===== src/rtl/fetch_buffer_pkg.sv =====
// Shared types for the fetch/decode decoupling buffer.
package fetch_buffer_pkg;

  localparam logic [31:0] NOP_INSTR = 32'h00000013;

  typedef struct packed {
    logic [31:0] instr;
    logic [31:0] pc;
    logic [31:0] pc_plus_4;
  } fetch_packet_t;

  typedef enum logic [1:0] {
    BUF_EMPTY   = 2'd0,
    BUF_PARTIAL = 2'd1,
    BUF_FULL    = 2'd2
  } fetch_buf_state_t;

endpackage


===== src/rtl/fetch_buffer_ram.sv =====
// Packet storage: synchronous write, asynchronous read so the head is show-ahead.
module fetch_buffer_ram
  import fetch_buffer_pkg::*;
#(
  parameter int DEPTH = 4,
  parameter int AW    = $clog2(DEPTH)
) (
  input  logic          CLK,
  input  logic          We,
  input  logic [AW-1:0] Waddr,
  input  fetch_packet_t Wdata,
  input  logic [AW-1:0] Raddr,
  output fetch_packet_t Rdata
);

  fetch_packet_t mem [DEPTH];

  always_ff @(posedge CLK) begin
    if (We) mem[Waddr] <= Wdata;
  end

  assign Rdata = mem[Raddr];

endmodule


===== src/rtl/fetch_buffer.sv =====
// Fetch-to-decode FIFO replacing the IF/ID register; Buf_Ready stalls the PC when full.
module fetch_buffer
  import fetch_buffer_pkg::*;
#(
  parameter int DEPTH = 4,
  parameter int PTR_W = $clog2(DEPTH)
) (
  input  logic             CLK,
  input  logic             RST,
  input  logic             Flush,
  input  logic             F_Valid,
  input  logic [31:0]      Instr_F,
  input  logic [31:0]      PC_F,
  input  logic [31:0]      PC_Plus_4_F,
  output logic             Buf_Ready,
  input  logic             D_Ready,
  output logic             D_Valid,
  output logic [31:0]      Instr_D,
  output logic [31:0]      PC_D,
  output logic [31:0]      PC_Plus_4_D,
  output logic [PTR_W:0]   Count
);

  localparam logic [PTR_W:0]   DEPTH_C = (PTR_W + 1)'(DEPTH);
  localparam logic [PTR_W:0]   CNT_ONE = (PTR_W + 1)'(1);
  localparam logic [PTR_W-1:0] PTR_ONE = PTR_W'(1);

  logic [PTR_W-1:0] wr_ptr, rd_ptr;
  logic [PTR_W:0]   cnt, cnt_nxt;
  fetch_buf_state_t state, state_nxt;
  fetch_packet_t    wr_pkt, head_pkt;
  logic             push, pop;

  // A transfer happens on an edge where valid and ready are both high; Flush
  // overrides both sides. Ready/valid come only from registered state, so
  // there is no combinational path from D_Ready to Buf_Ready.
  assign Buf_Ready = (state != BUF_FULL);
  assign D_Valid   = (state != BUF_EMPTY);
  assign push      = F_Valid && Buf_Ready && !Flush;
  assign pop       = D_Valid && D_Ready && !Flush;

  always_comb begin
    cnt_nxt = cnt;
    if (push && !pop)      cnt_nxt = cnt + CNT_ONE;
    else if (pop && !push) cnt_nxt = cnt - CNT_ONE;
  end

  always_comb begin
    state_nxt = BUF_PARTIAL;
    if (cnt_nxt == '0)          state_nxt = BUF_EMPTY;
    else if (cnt_nxt == DEPTH_C) state_nxt = BUF_FULL;
  end

  always_ff @(posedge CLK) begin
    if (RST || Flush) begin
      wr_ptr <= '0;
      rd_ptr <= '0;
      cnt    <= '0;
      state  <= BUF_EMPTY;
    end else begin
      if (push) wr_ptr <= wr_ptr + PTR_ONE;
      if (pop)  rd_ptr <= rd_ptr + PTR_ONE;
      cnt   <= cnt_nxt;
      state <= state_nxt;
    end
  end

  assign wr_pkt = '{instr: Instr_F, pc: PC_F, pc_plus_4: PC_Plus_4_F};

  fetch_buffer_ram #(.DEPTH(DEPTH), .AW(PTR_W)) u_ram (
    .CLK   (CLK),
    .We    (push && !RST),
    .Waddr (wr_ptr),
    .Wdata (wr_pkt),
    .Raddr (rd_ptr),
    .Rdata (head_pkt)
  );

  // Empty buffer presents a NOP so decode never sees stale storage.
  assign Instr_D     = D_Valid ? head_pkt.instr     : NOP_INSTR;
  assign PC_D        = D_Valid ? head_pkt.pc        : 32'd0;
  assign PC_Plus_4_D = D_Valid ? head_pkt.pc_plus_4 : 32'd0;
  assign Count       = cnt;

`ifndef SYNTHESIS
  a_cnt_bound:    assert property (@(posedge CLK) disable iff (RST) cnt <= DEPTH_C);
  a_no_push_full: assert property (@(posedge CLK) disable iff (RST) !(push && cnt == DEPTH_C));
  a_no_pop_empty: assert property (@(posedge CLK) disable iff (RST) !(pop && cnt == '0));
`endif

endmodule


===== config.mk =====
export PLATFORM = sky130hd
export DESIGN_NAME = fetch_buffer
export DESIGN_NICKNAME = d
export VERILOG_FILES = /design/src/rtl/fetch_buffer_pkg.sv /design/src/rtl/fetch_buffer_ram.sv /design/src/rtl/fetch_buffer.sv
export SDC_FILE = /design/constraint.sdc
export NUM_CORES = 1
export LEC_CHECK = 0
export ABC_AREA = 1
export BUFFER_PORTS_ARGS = -buffer_cell sky130_fd_sc_hd__clkbuf_2
export CAP_MARGIN = 20
export CORE_ASPECT_RATIO = 2
export CORE_MARGIN = 2
export CORE_UTILIZATION = 23
export CTS_CLUSTER_DIAMETER = 60
export DETAILED_ROUTE_END_ITERATION = 16
export PLACE_DENSITY_LB_ADDON = 0.3
export SLEW_MARGIN = 20
export SYNTH_ARGS = -nofsm -noshare
export SYNTH_HDL_FRONTEND = slang
export SYNTH_SLANG_ARGS = --single-unit

===== constraint.sdc =====
create_clock -name CLK -period 18.5 [get_ports CLK]
set_input_delay 3.7 -clock CLK [delete_from_list [all_inputs] [get_ports CLK]]
set_output_delay 3.7 -clock CLK [all_outputs]
set_load 0.05 [all_outputs]

Word-level counts from Yosys, hierarchy flattened. Memory sizes are Yosys's and may differ from the RTL's. A register that Yosys moved wholly into a read port is not among the register bits. Index checks and enable logic that the tools add are counted.

RAM bits: 384. Memories: 1. Flip-flop bits (word level): 9. Logic and storage cells: 36. Output and inout bits: 101.

Memories: u_ram.mem (words 4, bits a word 96, read ports 1, clocked after Yosys merged registers in 1, wr ports 1, RTL line fetch_buffer_ram.sv:16) `fetch_packet_t mem [DEPTH];`.

Reductions and logical operators: 15. Mux-type cells: 10. Add/sub/neg operators: 4. Equality and inequality tests: 2.

Operators by type and width (number): two-way mux 32 bit (3); logical AND 1 bit (7); two-way mux 2 bit (3); two-way mux 3 bit (2); adder 2 x 1 -> 2 bit, second input constant (2); logical NOT 1 bit (4); adder 3 x 1 -> 3 bit, second input constant (1); == test 3 bit, second input constant (1); logical NOT 3 bit (1); subtractor 3 x 1 -> 3 bit, second input constant (1); two-way mux 1 bit (2); inequality test 2 bit, second input constant (1); nonzero test 2 bit (1); OR reduction 2 bit (1); logical OR 1 bit (1).

Logic depth before layout (Yosys ltp).
Depth after elaboration: 9. Mapped depth: 11. Depth with buffers taken out: 11.

Cells and area by module. A second synthesis with hierarchy kept.

Cells, all modules: 1781. Area, all modules: 17314.1 µm².

By module, submodules not included: fetch_buffer_ram (area an instance 16077.9 µm², instances 1, cells each 1512); fetch_buffer (area an instance 1236.2 µm², instances 1, cells each 269).

Worst setup path after synthesis. No wires, ideal clock.

Kind: input to register. From: input port F_Valid. To: memory u_ram.mem[0][0] in the netlist's numbering (enable). Slack: 9.703 ns. Required time: 17.949 ns. Arrival time: 8.246 ns. Stages: 5. Cell sequence: inv_1 > nor2_1 > nand2_2 > or2_2 > nor2_1.

Word-level cells in the longest chain between the ends: 5.

RTL lines: from (decl) (RTL line fetch_buffer.sv:11) `input logic F_Valid,`; logical AND 1 bit (2 in series) (RTL line fetch_buffer.sv:39) `assign push = F_Valid && Buf_Ready && !Flush;`; logical AND 1 bit (RTL line fetch_buffer.sv:72) `.We (push && !RST),`; two-way mux 1 bit (RTL line fetch_buffer_ram.sv:19) `if (We) mem[Waddr] <= Wdata;`; two-way mux 1 bit (not written as such) (RTL line fetch_buffer_ram.sv:19); to (decl) (RTL line fetch_buffer_ram.sv:16).

No other way between the ends.

==> metrics.txt <==
most frequent cell after synthesis=nor2_1; CP required=14.80 ns; # rows=134; Mapped Cells=1220; Startpoint Class=flip-flop; CP endpoint kind=output pin; Pleak=6.49 nW; Die Ht=371 µm; vias=9899; first-pass GRT wire length=63800 µm; peak supply drop=71.3 µV; final hold vios=0; Residual DRC=0; worst slew pin tran=1.06 ns; post-CTS sizing=0; grt total ovfl=0; final estimated routing congestion in global placement=0.733; Filler Cell Count=6846; flops & latches, synth=395; max-cap check violation count=0; Tmin final=7.66 ns; Post-Syn Area=15500 µm²; # Post-CTS Setup Buffers=0; status=finished clean; Crit Path Category=flip-flop to output pin; Longest Clk Path Bufs=3; vias in the first global route=10200; Tot GR Track Use=12.4%; Clock Skew=0.0138 ns; Slew Limit Fails=0; WHS=0.464 ns; DRT Pass-1 Iters=4; boundary pin count=202; clock root cell=clkbuf_16; post-synthesis sequential area ratio=76.0%; Synth area leaders=edfxtp_1 75%, nor2_1 9.6%, o21ai_0 5.7%, a21oi_1 3.2%, dfxtp_1 1.4%; DRT iter0 DRCs=465; f_max=131 MHz; Mean Syn Cell Area=12.7 µm²; Die Span X=187 µm; PD cells=100 nW/µm²; layout cells sized above 1=20.5%; arrival time worst endpoint=3.96 ns; crit-path max FO=72; Synth async-reset ratio=0%; initial antenna violation count=8; initial core utilization=23.2%; CTS tree=built; post-DP HPWL=25400 µm; Post-DRT Antenna Nets=0; core area=66600 µm²; Synth warnings=0; final-report setup violation count=0; Post-synth EDFFs=384; hold crit path type=flip-flop to flip-flop; Most used DFF post-synth=edfxtp_1; Unique masters post-synth=22; worst rel slew slack=29.3%; clock buffer count from CTS=39; final wirelength=43600 µm; RSZ-0062 raised after global routing=no; synth cell count leaders=396 x nor2_1, 384 x edfxtp_1, 177 x o21ai_0; crit share post-route=41.4%; later-pin clock latency in the skew report=0.54 ns; syn_nets=1327; per-cell routed wire length=18.8 µm; Synth top area share=74.6%; port bufs=201; CTS clock-pin slew for the worst setup and hold paths=0.06 ns; setup TNS=0 ns; die area=69400 µm²; # hold bufs at CTS=0; CTS sink count=395; largest net degree at the start of global routing=123; area leader, netlist=edfxtp_1; H-Tree Depth=2; Final #Nets=1511; vias per inst=4.27; Area Overhead vs Synth=19.9%
==> area by class of cell <==
type,count,area [µm²],area share (%)
clock buffers,49,1060,5.70
multi-input cells,730,3240,17.5
flip-flops and latches,395,11800,63.4
clock inverters,20,161,0.871
well taps,884,1110,5.97
repair buffers,216,1120,6.05
inverters,22,90.1,0.486
diodes,1,2.50,0.0135
==> worst max-delay path: stages (launching register included) <==
cell and delay [ns]:
dfxtp_4 0.90, buf_4 0.66, buf_4 0.69, nor2_1 0.13, nor2_1 0.11, o21ai_0 0.09, a21oi_1 0.30, clkbuf_2 0.34
==> state kept, by name (all words and copies together), names as in the netlist, named ones only <==
register and cells:
u_ram.mem 384, Count 3, rd_ptr 2, state 2, wr_ptr 2
==> report_power, final <==
part / total (mW) / internal (mW) / switching, mW / leakage, nW
logic: 0.0933 / 0.0209 / 0.0724 / 2.33
clock network: 0.768 / 0.434 / 0.334 / 0.601
registers: 0.994 / 0.991 / 0.00300 / 3.56
==> layout by cell type (no fill, tap or decap), types with 9 or more instances in the layout <==
master	instances
buf_4	14
inv_1	17
nand2_1	20
clkbuf_16	41
clkinv_2	11
clkbuf_2	201
o21ai_0	177
nor2_1	392
dfxtp_1	9
o21ai_1	16
a21oi_1	99
edfxtp_1	384
==> through the flow <==
step	cells	setup slack (ns)	utilization, %	total power [mW]	instance area (µm²)
floorplan	1220	9.70	-	1.07	15500
global placement	2247	11.25	26.0	1.11	17300
detailed placement	2247	11.27	26.0	1.11	17300
CTS	2316	10.66	27.9	1.89	18500
global route	2317	10.46	27.9	1.92	18500
finish	2317	10.84	27.9	1.86	18500
==> path summary, 6_finish.rpt <==
path              from  slack, ns  depth (start not counted)          endpoint
max          flip-flop      10.84                          7          PC_D[18]
min          rd_ptr[1]       0.46                          2         flip-flop
max reg2reg   state[0]      15.40                          7  u_ram.mem[0][57]
min reg2reg  rd_ptr[1]       0.46                          2         flip-flop
==> cell families (layout without fill, tap and decap cells) <==
| kind of cell | count (synthesis) | count (layout) | synth area share, % |
|---|---|---|---|
| other | 0 | 1 | 0 |
| buffers and inverters | 95 | 307 | 3.23 |
| adder cells (fa/ha/maj) | 6 | 6 | 0.486 |
| flip-flops | 395 | 395 | 76.0 |
| AO/OA/AOI/OAI | 295 | 295 | 9.62 |
| AND/OR/NAND/NOR | 428 | 428 | 10.6 |
| XOR/XNOR | 1 | 1 | 0.0567 |
==> per-layer routing <==
layer | track usage (%) | up-vias | share of wire, %
met5 | 0 | - | 0.16
met4 | 5.71 | 10 | 4.1
met3 | 2.47 | 89 | 4.8
met2 | 23.9 | 277 | 54
met1 | 12.7 | 4840 | 37
li1 | - | 4683 | -
(Power assumes the default switching activity.)
